### src/rtl/sr_arb_pkg.sv
// Shared definitions for the SR-latch pulse arbiter: FSM state encoding,
// operation encoding and default parameter values.
package sr_arb_pkg;

    typedef enum logic [1:0] {
        ST_IDLE   = 2'd0,
        ST_DRIVE  = 2'd1,
        ST_SETTLE = 2'd2,
        ST_ACK    = 2'd3
    } arb_state_t;

    localparam logic OP_SET   = 1'b1;
    localparam logic OP_RESET = 1'b0;

    localparam int DEF_NREQ          = 4;
    localparam int DEF_PULSE_CYCLES  = 2;
    localparam int DEF_SETTLE_CYCLES = 2;

    // Larger of two integers, used to size the shared phase counter.
    function automatic int max_int(input int a, input int b);
        return (a > b) ? a : b;
    endfunction

endpackage

### src/rtl/rr_arbiter.sv
// Combinational round-robin selector: scans req starting at ptr and returns
// the first asserted requester index together with a grant-valid flag.
module rr_arbiter
    import sr_arb_pkg::*;
#(
    parameter int NREQ  = DEF_NREQ,
    parameter int IDX_W = $clog2(NREQ)
) (
    input  logic [NREQ-1:0]  req,
    input  logic [IDX_W-1:0] ptr,
    output logic             gnt_valid,
    output logic [IDX_W-1:0] gnt_idx
);

    logic [IDX_W:0]   sum_s;
    logic [IDX_W-1:0] cand_s;

    // Walk the requesters in rotated order and keep the first hit.
    always_comb begin
        gnt_valid = 1'b0;
        gnt_idx   = '0;
        sum_s     = '0;
        cand_s    = '0;
        for (int i = 0; i < NREQ; i++) begin
            sum_s = {1'b0, ptr} + (IDX_W + 1)'(i);
            if (sum_s >= (IDX_W + 1)'(NREQ)) begin
                sum_s = sum_s - (IDX_W + 1)'(NREQ);
            end else begin
                sum_s = sum_s;
            end
            cand_s = sum_s[IDX_W-1:0];
            if (!gnt_valid && req[cand_s]) begin
                gnt_valid = 1'b1;
                gnt_idx   = cand_s;
            end else begin
                gnt_valid = gnt_valid;
            end
        end
    end

endmodule

### src/rtl/sr_pulse_arbiter.sv
// Arbitrates NREQ requesters onto one shared SR latch. Each transaction pulses
// S or R for PULSE_CYCLES, idles both for SETTLE_CYCLES, then acks the winner.
// Optional feature macro: SR_PULSE_ARBITER_READBACK_EN enables a readback
// check of the synchronized latch output in the ACK cycle (sticky err).
module sr_pulse_arbiter
    import sr_arb_pkg::*;
#(
    parameter int NREQ          = DEF_NREQ,
    parameter int PULSE_CYCLES  = DEF_PULSE_CYCLES,
    parameter int SETTLE_CYCLES = DEF_SETTLE_CYCLES
) (
    input  logic            clk,
    input  logic            rst,
    input  logic [NREQ-1:0] req,
    input  logic [NREQ-1:0] op,
    output logic [NREQ-1:0] ack,
    output logic            S,
    output logic            R,
    input  logic            Q,
    output logic            busy,
    output logic            err
);

    localparam int IDX_W   = $clog2(NREQ);
    localparam int CNT_MAX = max_int(PULSE_CYCLES, SETTLE_CYCLES);
    localparam int CNT_W   = $clog2(CNT_MAX + 1);
    localparam logic [CNT_W-1:0] PULSE_LAST  = CNT_W'(PULSE_CYCLES - 1);
    localparam logic [CNT_W-1:0] SETTLE_LAST = CNT_W'(SETTLE_CYCLES - 1);
    localparam logic [IDX_W-1:0] LAST_IDX    = IDX_W'(NREQ - 1);

    arb_state_t       state_r, state_nxt_s;
    logic [CNT_W-1:0] cnt_r, cnt_nxt_s;
    logic [IDX_W-1:0] win_r, win_nxt_s;
    logic [IDX_W-1:0] ptr_r, ptr_nxt_s;
    logic             op_cap_r, op_cap_nxt_s;
    logic             q_meta_r, q_sync_r;
    logic             gnt_valid_s;
    logic [IDX_W-1:0] gnt_idx_s;
    logic             s_nxt_s, r_nxt_s, busy_nxt_s, err_nxt_s;
    logic [NREQ-1:0]  ack_nxt_s;

    rr_arbiter #(
        .NREQ  (NREQ),
        .IDX_W (IDX_W)
    ) u_rr (
        .req       (req),
        .ptr       (ptr_r),
        .gnt_valid (gnt_valid_s),
        .gnt_idx   (gnt_idx_s)
    );

    // Next-state logic; outputs are derived from the next state so that the
    // registered S/R/ack/busy line up exactly with the state they belong to.
    always_comb begin
        state_nxt_s  = state_r;
        cnt_nxt_s    = cnt_r;
        win_nxt_s    = win_r;
        ptr_nxt_s    = ptr_r;
        op_cap_nxt_s = op_cap_r;
        case (state_r)
            ST_IDLE: begin
                if (gnt_valid_s) begin
                    state_nxt_s  = ST_DRIVE;
                    cnt_nxt_s    = '0;
                    win_nxt_s    = gnt_idx_s;
                    op_cap_nxt_s = op[gnt_idx_s];
                end else begin
                    state_nxt_s = ST_IDLE;
                end
            end
            ST_DRIVE: begin
                if (cnt_r == PULSE_LAST) begin
                    state_nxt_s = ST_SETTLE;
                    cnt_nxt_s   = '0;
                end else begin
                    cnt_nxt_s = cnt_r + CNT_W'(1);
                end
            end
            ST_SETTLE: begin
                if (cnt_r == SETTLE_LAST) begin
                    state_nxt_s = ST_ACK;
                    cnt_nxt_s   = '0;
                end else begin
                    cnt_nxt_s = cnt_r + CNT_W'(1);
                end
            end
            ST_ACK: begin
                state_nxt_s = ST_IDLE;
                ptr_nxt_s   = (win_r == LAST_IDX) ? '0 : win_r + IDX_W'(1);
            end
            default: begin
                state_nxt_s = ST_IDLE;
                cnt_nxt_s   = '0;
            end
        endcase

        // S and R are decoded from a single captured bit, so they are
        // mutually exclusive by construction.
        s_nxt_s    = (state_nxt_s == ST_DRIVE) && (op_cap_nxt_s == OP_SET);
        r_nxt_s    = (state_nxt_s == ST_DRIVE) && (op_cap_nxt_s == OP_RESET);
        busy_nxt_s = (state_nxt_s != ST_IDLE);
        ack_nxt_s  = '0;
        if (state_nxt_s == ST_ACK) begin
            ack_nxt_s[win_nxt_s] = 1'b1;
        end else begin
            ack_nxt_s = '0;
        end
    end

`ifdef SR_PULSE_ARBITER_READBACK_EN
    // Readback: latch must match the captured op when the ack is issued.
    assign err_nxt_s = err | ((state_nxt_s == ST_ACK) && (q_sync_r != op_cap_r));
`else
    // Synchronized Q has no consumer when readback is disabled.
    logic unused_q_s;
    assign unused_q_s = &{1'b0, q_sync_r};
    assign err_nxt_s  = 1'b0;
`endif

    // Two-flop synchronizer for the asynchronous latch output.
    always_ff @(posedge clk or posedge rst) begin
        if (rst) begin
            q_meta_r <= 1'b0;
            q_sync_r <= 1'b0;
        end else begin
            q_meta_r <= Q;
            q_sync_r <= q_meta_r;
        end
    end

    // State, transaction context and registered outputs.
    always_ff @(posedge clk or posedge rst) begin
        if (rst) begin
            state_r  <= ST_IDLE;
            cnt_r    <= '0;
            win_r    <= '0;
            ptr_r    <= '0;
            op_cap_r <= 1'b0;
            S        <= 1'b0;
            R        <= 1'b0;
            ack      <= '0;
            busy     <= 1'b0;
            err      <= 1'b0;
        end else begin
            state_r  <= state_nxt_s;
            cnt_r    <= cnt_nxt_s;
            win_r    <= win_nxt_s;
            ptr_r    <= ptr_nxt_s;
            op_cap_r <= op_cap_nxt_s;
            S        <= s_nxt_s;
            R        <= r_nxt_s;
            ack      <= ack_nxt_s;
            busy     <= busy_nxt_s;
            err      <= err_nxt_s;
        end
    end

endmodule

### config.mk
export PLATFORM = sky130hd
export DESIGN_NAME = sr_pulse_arbiter
export DESIGN_NICKNAME = d
export VERILOG_FILES = /design/src/rtl/sr_arb_pkg.sv /design/src/rtl/rr_arbiter.sv /design/src/rtl/sr_pulse_arbiter.sv
export SDC_FILE = /design/constraint.sdc
export NUM_CORES = 1
export LEC_CHECK = 0
export ABC_AREA = 1
export BUFFER_PORTS_ARGS = -buffer_cell sky130_fd_sc_hd__clkbuf_2
export CORE_ASPECT_RATIO = 0.7
export CORE_MARGIN = 2
export CORE_UTILIZATION = 25
export CTS_BUF_LIST = sky130_fd_sc_hd__clkbuf_2 sky130_fd_sc_hd__clkbuf_4 sky130_fd_sc_hd__clkbuf_8
export CTS_CLUSTER_DIAMETER = 40
export DETAILED_ROUTE_END_ITERATION = 12
export PLACE_DENSITY_LB_ADDON = 0.08
export SETUP_SLACK_MARGIN = 0.3
export SYNTH_ARGS = -nofsm -noshare
export SYNTH_HDL_FRONTEND = slang
export SYNTH_SLANG_ARGS = --single-unit
### constraint.sdc
create_clock -name clk -period 2.9 [get_ports clk]
set_input_delay 0.58 -clock clk [delete_from_list [all_inputs] [get_ports clk]]
set_output_delay 0.58 -clock clk [all_outputs]
set_load 0.1 [all_outputs]
==> results by group <==
Flow run
  – Max_cap viols: 0

Floorplanning
  – Die Y: roughly 60 µm
  – Die Width: between 80 and 90 µm
  – Die area: between 0.004 and 0.005 mm²
  – Core area: 0.00430 mm²
  – Num ports: 19
  – Site row count: 20
  – Initial Utilization: approximately 26%

Placed design
  – Placed cell count: between 200 and 250
  – IO buf count: 16
  – Hpwl dp: roughly 1800 µm
  – Dpl ws: around 0.89 ns
  – Routability Congestion: a little under 0.8

Final layout
  – Most frequent cells in the layout: nand2_1, inv_1, dfrtp_1, clkbuf_2, nor2_1
  – Fillers: 486
  – Synth-to-layout area growth: 15.5%
  – Commonest non-fill, non-tap cell in the layout: nand2_1
  – Final core occ: roughly 30%
  – Layout cells sized above 1: a little under a quarter
  – Antenna cells: 0
  – Final Non-Filler Cells: 224
  – # nets final: 189

Setup path
  – Crit. End Element: register
  – Worst setup path end: ack[0]
  – FF-to-FF setup slack: approximately 0.93 ns
  – Crit Path Category: reg -> reg
  – RR Endpoint: ack[0]
  – CP Data Required Time: a little over 3 ns
  – FF-to-FF path depth: 11
  – Worst setup path startpoint: ptr_r[0]
  – CP arrival: around 2.1 ns
  – CP max FO: 10
  – Startpoint Class: register
  – Reg-to-Reg Start: ptr_r[0]

Timing
  – Period minus WS final: 1.97 ns
  – Post-route setup slack: approximately 0.93 ns
  – Setup TNS Final: 0 ns
  – Slew @ Worst Pin: 0.595 ns
  – Hold Violations, Final: 0
  – Peak Freq: 508 MHz
  – Fin crit share: between 60% and 70%
  – RSZ-0062 raised after global routing: false
  – Final setup fails: 0
  – Clock Skews: roughly 0.005 ns
  – Pins Over Slew Limit: 0
  – Worst rel slew slack: around three fifths

Synth
  – Mapped Area: 0.00111 mm²
  – Post-synthesis net count: 170
  – Asr flop ratio synth: between 90% and 100%
  – Synth cell types: 22
  – Post-Syn Instances: approximately 150
  – Avg Cell Area, Syn: approximately 7.3 µm²
  – #FFs+latches synth: 16
  – Number of enable flip-flop cells after synthesis: 0
  – YS warnings: 0
  – Post-synth top flop: dfrtp_1
  – Register area share after synthesis: around 36%

GRT
  – Initial antenna violation count: 0
  – First-pass GRT wire length: 3700 µm
  – Largest net degree at the start of global routing: 17
  – GRT Util Overall: a little under a tenth
  – Vias in the first global route: between 800 and 900
  – Global route overflow: 0

CTS
  – Total CTS buffers: 3
  – CTS Root Cell: clkbuf_8
  – Clock sinks: 16
  – Clk_lat worst skew: 0.24 ns
  – Post-CTS Resized: 0
  – CTS tree: built
  – Post-CTS setup buffers: 0
  – H-tree depth: 1
  – Clock transition at path regs: approximately 0.06 ns
  – Longest Clk Path Bufs: 2
  – Cts hold-fix bufs: 0

Drt
  – Iter 0 DRT Violations: 29
  – Antenna-violating nets left: 0
  – Routed WL: between 2000 and 2500 µm
  – Post-DR wirelength/cell: around 9.4 µm
  – DRC violation count after routing: 0
  – Via/cell ratio: roughly 4.2
  – DRT Pass-1 Iters: 4
  – Vias: 930

Worst hold path
  – Worst Hold Class: in -> async

Run status
  – Status: complete, no violations
-- cell usage after synthesis, types with 2 or more instances --
master	number	area share [%]
nand2_1	46	16
inv_1	23	7.8
dfrtp_1	16	36
nor2_1	11	3.7
nand3_1	10	4.5
nand2_2	8	4.5
ha_1	7	7.9
o21ai_0	6	2.7
a21oi_1	4	1.8
inv_2	4	1.4
nand2_4	3	3.0
nand4_1	2	1.1
nor2_2	2	1.1
nor3_1	2	0.90
-- area by class of cell --
cell class                 count  area, µm²  area share [%]
multi-input combinational    106        577            45.1
sequential                    16        400            31.3
inverter                      28        113            8.80
timing repair buffer          16       80.1            6.26
tap                           55       68.8            5.38
clock buffer                   3       41.3            3.23
-- registers in the layout, summed over array words and instances (netlist names) --
register  flops
busy          1
S             1
R             1
state_r       2
ptr_r         2
ack           4
win_r         2
op_cap_r      1
cnt_r         2
-- cells by family after synthesis --
| group | synth area share, % |
|---|---|
| adders and majority gates | 7.90 |
| DFF | 36.1 |
| and+or+nand+nor | 38.5 |
| AOI/OAI and AO/OA | 5.31 |
| other | 0.338 |
| buffers and inverters | 11.9 |
-- worst min path at each step --
stage | startpoint | endpoint | slack [ns] | cells after the start
floorplan | cnt_r[1] | cnt_r[1] | 0.47 | 2
global placement | cnt_r[1] | cnt_r[1] | 0.49 | 2
detailed placement | cnt_r[1] | cnt_r[1] | 0.49 | 2
CTS | rst | cnt_r[0] | 0.40 | 2
global route | rst | state_r[0] | 0.45 | 2
finish | rst | cnt_r[1] | 0.37 | 2
-- metrics by stage --
| stage | hold WS (ns) | cell area, µm² |
|---|---|---|
| after detailed placement | 0.489 | 1240 |
| after floorplan | 0.473 | 1110 |
| after global routing | 0.454 | 1280 |
| after CTS | 0.403 | 1280 |
| after global placement | 0.487 | 1240 |
| final | 0.373 | 1280 |
-- metal layers --
layer | vias up | GRT usage, % | part of all wire [%]
li1 | 493 | - | -
met1 | 426 | 11.9 | 51
met2 | 11 | 15.8 | 44
met3 | 0 | 3.59 | 4.4
met4 | 0 | 0.922 | 0
met5 | - | 0 | 0
-- worst max-delay path, stage by stage, from the launching register on --
cell and delay, ns:
dfrtp_1 0.62, nand2_1 0.15, nand3_1 0.15, nand2_2 0.11
nor2_8 0.15, nand3_4 0.11, nand2_4 0.08, inv_2 0.06
or2_1 0.21, nand2_2 0.09, nand2_2 0.06, nor2_2 0.10
Power is left out: the tool's default activity adds up to more than one toggle a clock period on the data nets, which glitch-free logic cannot reach.
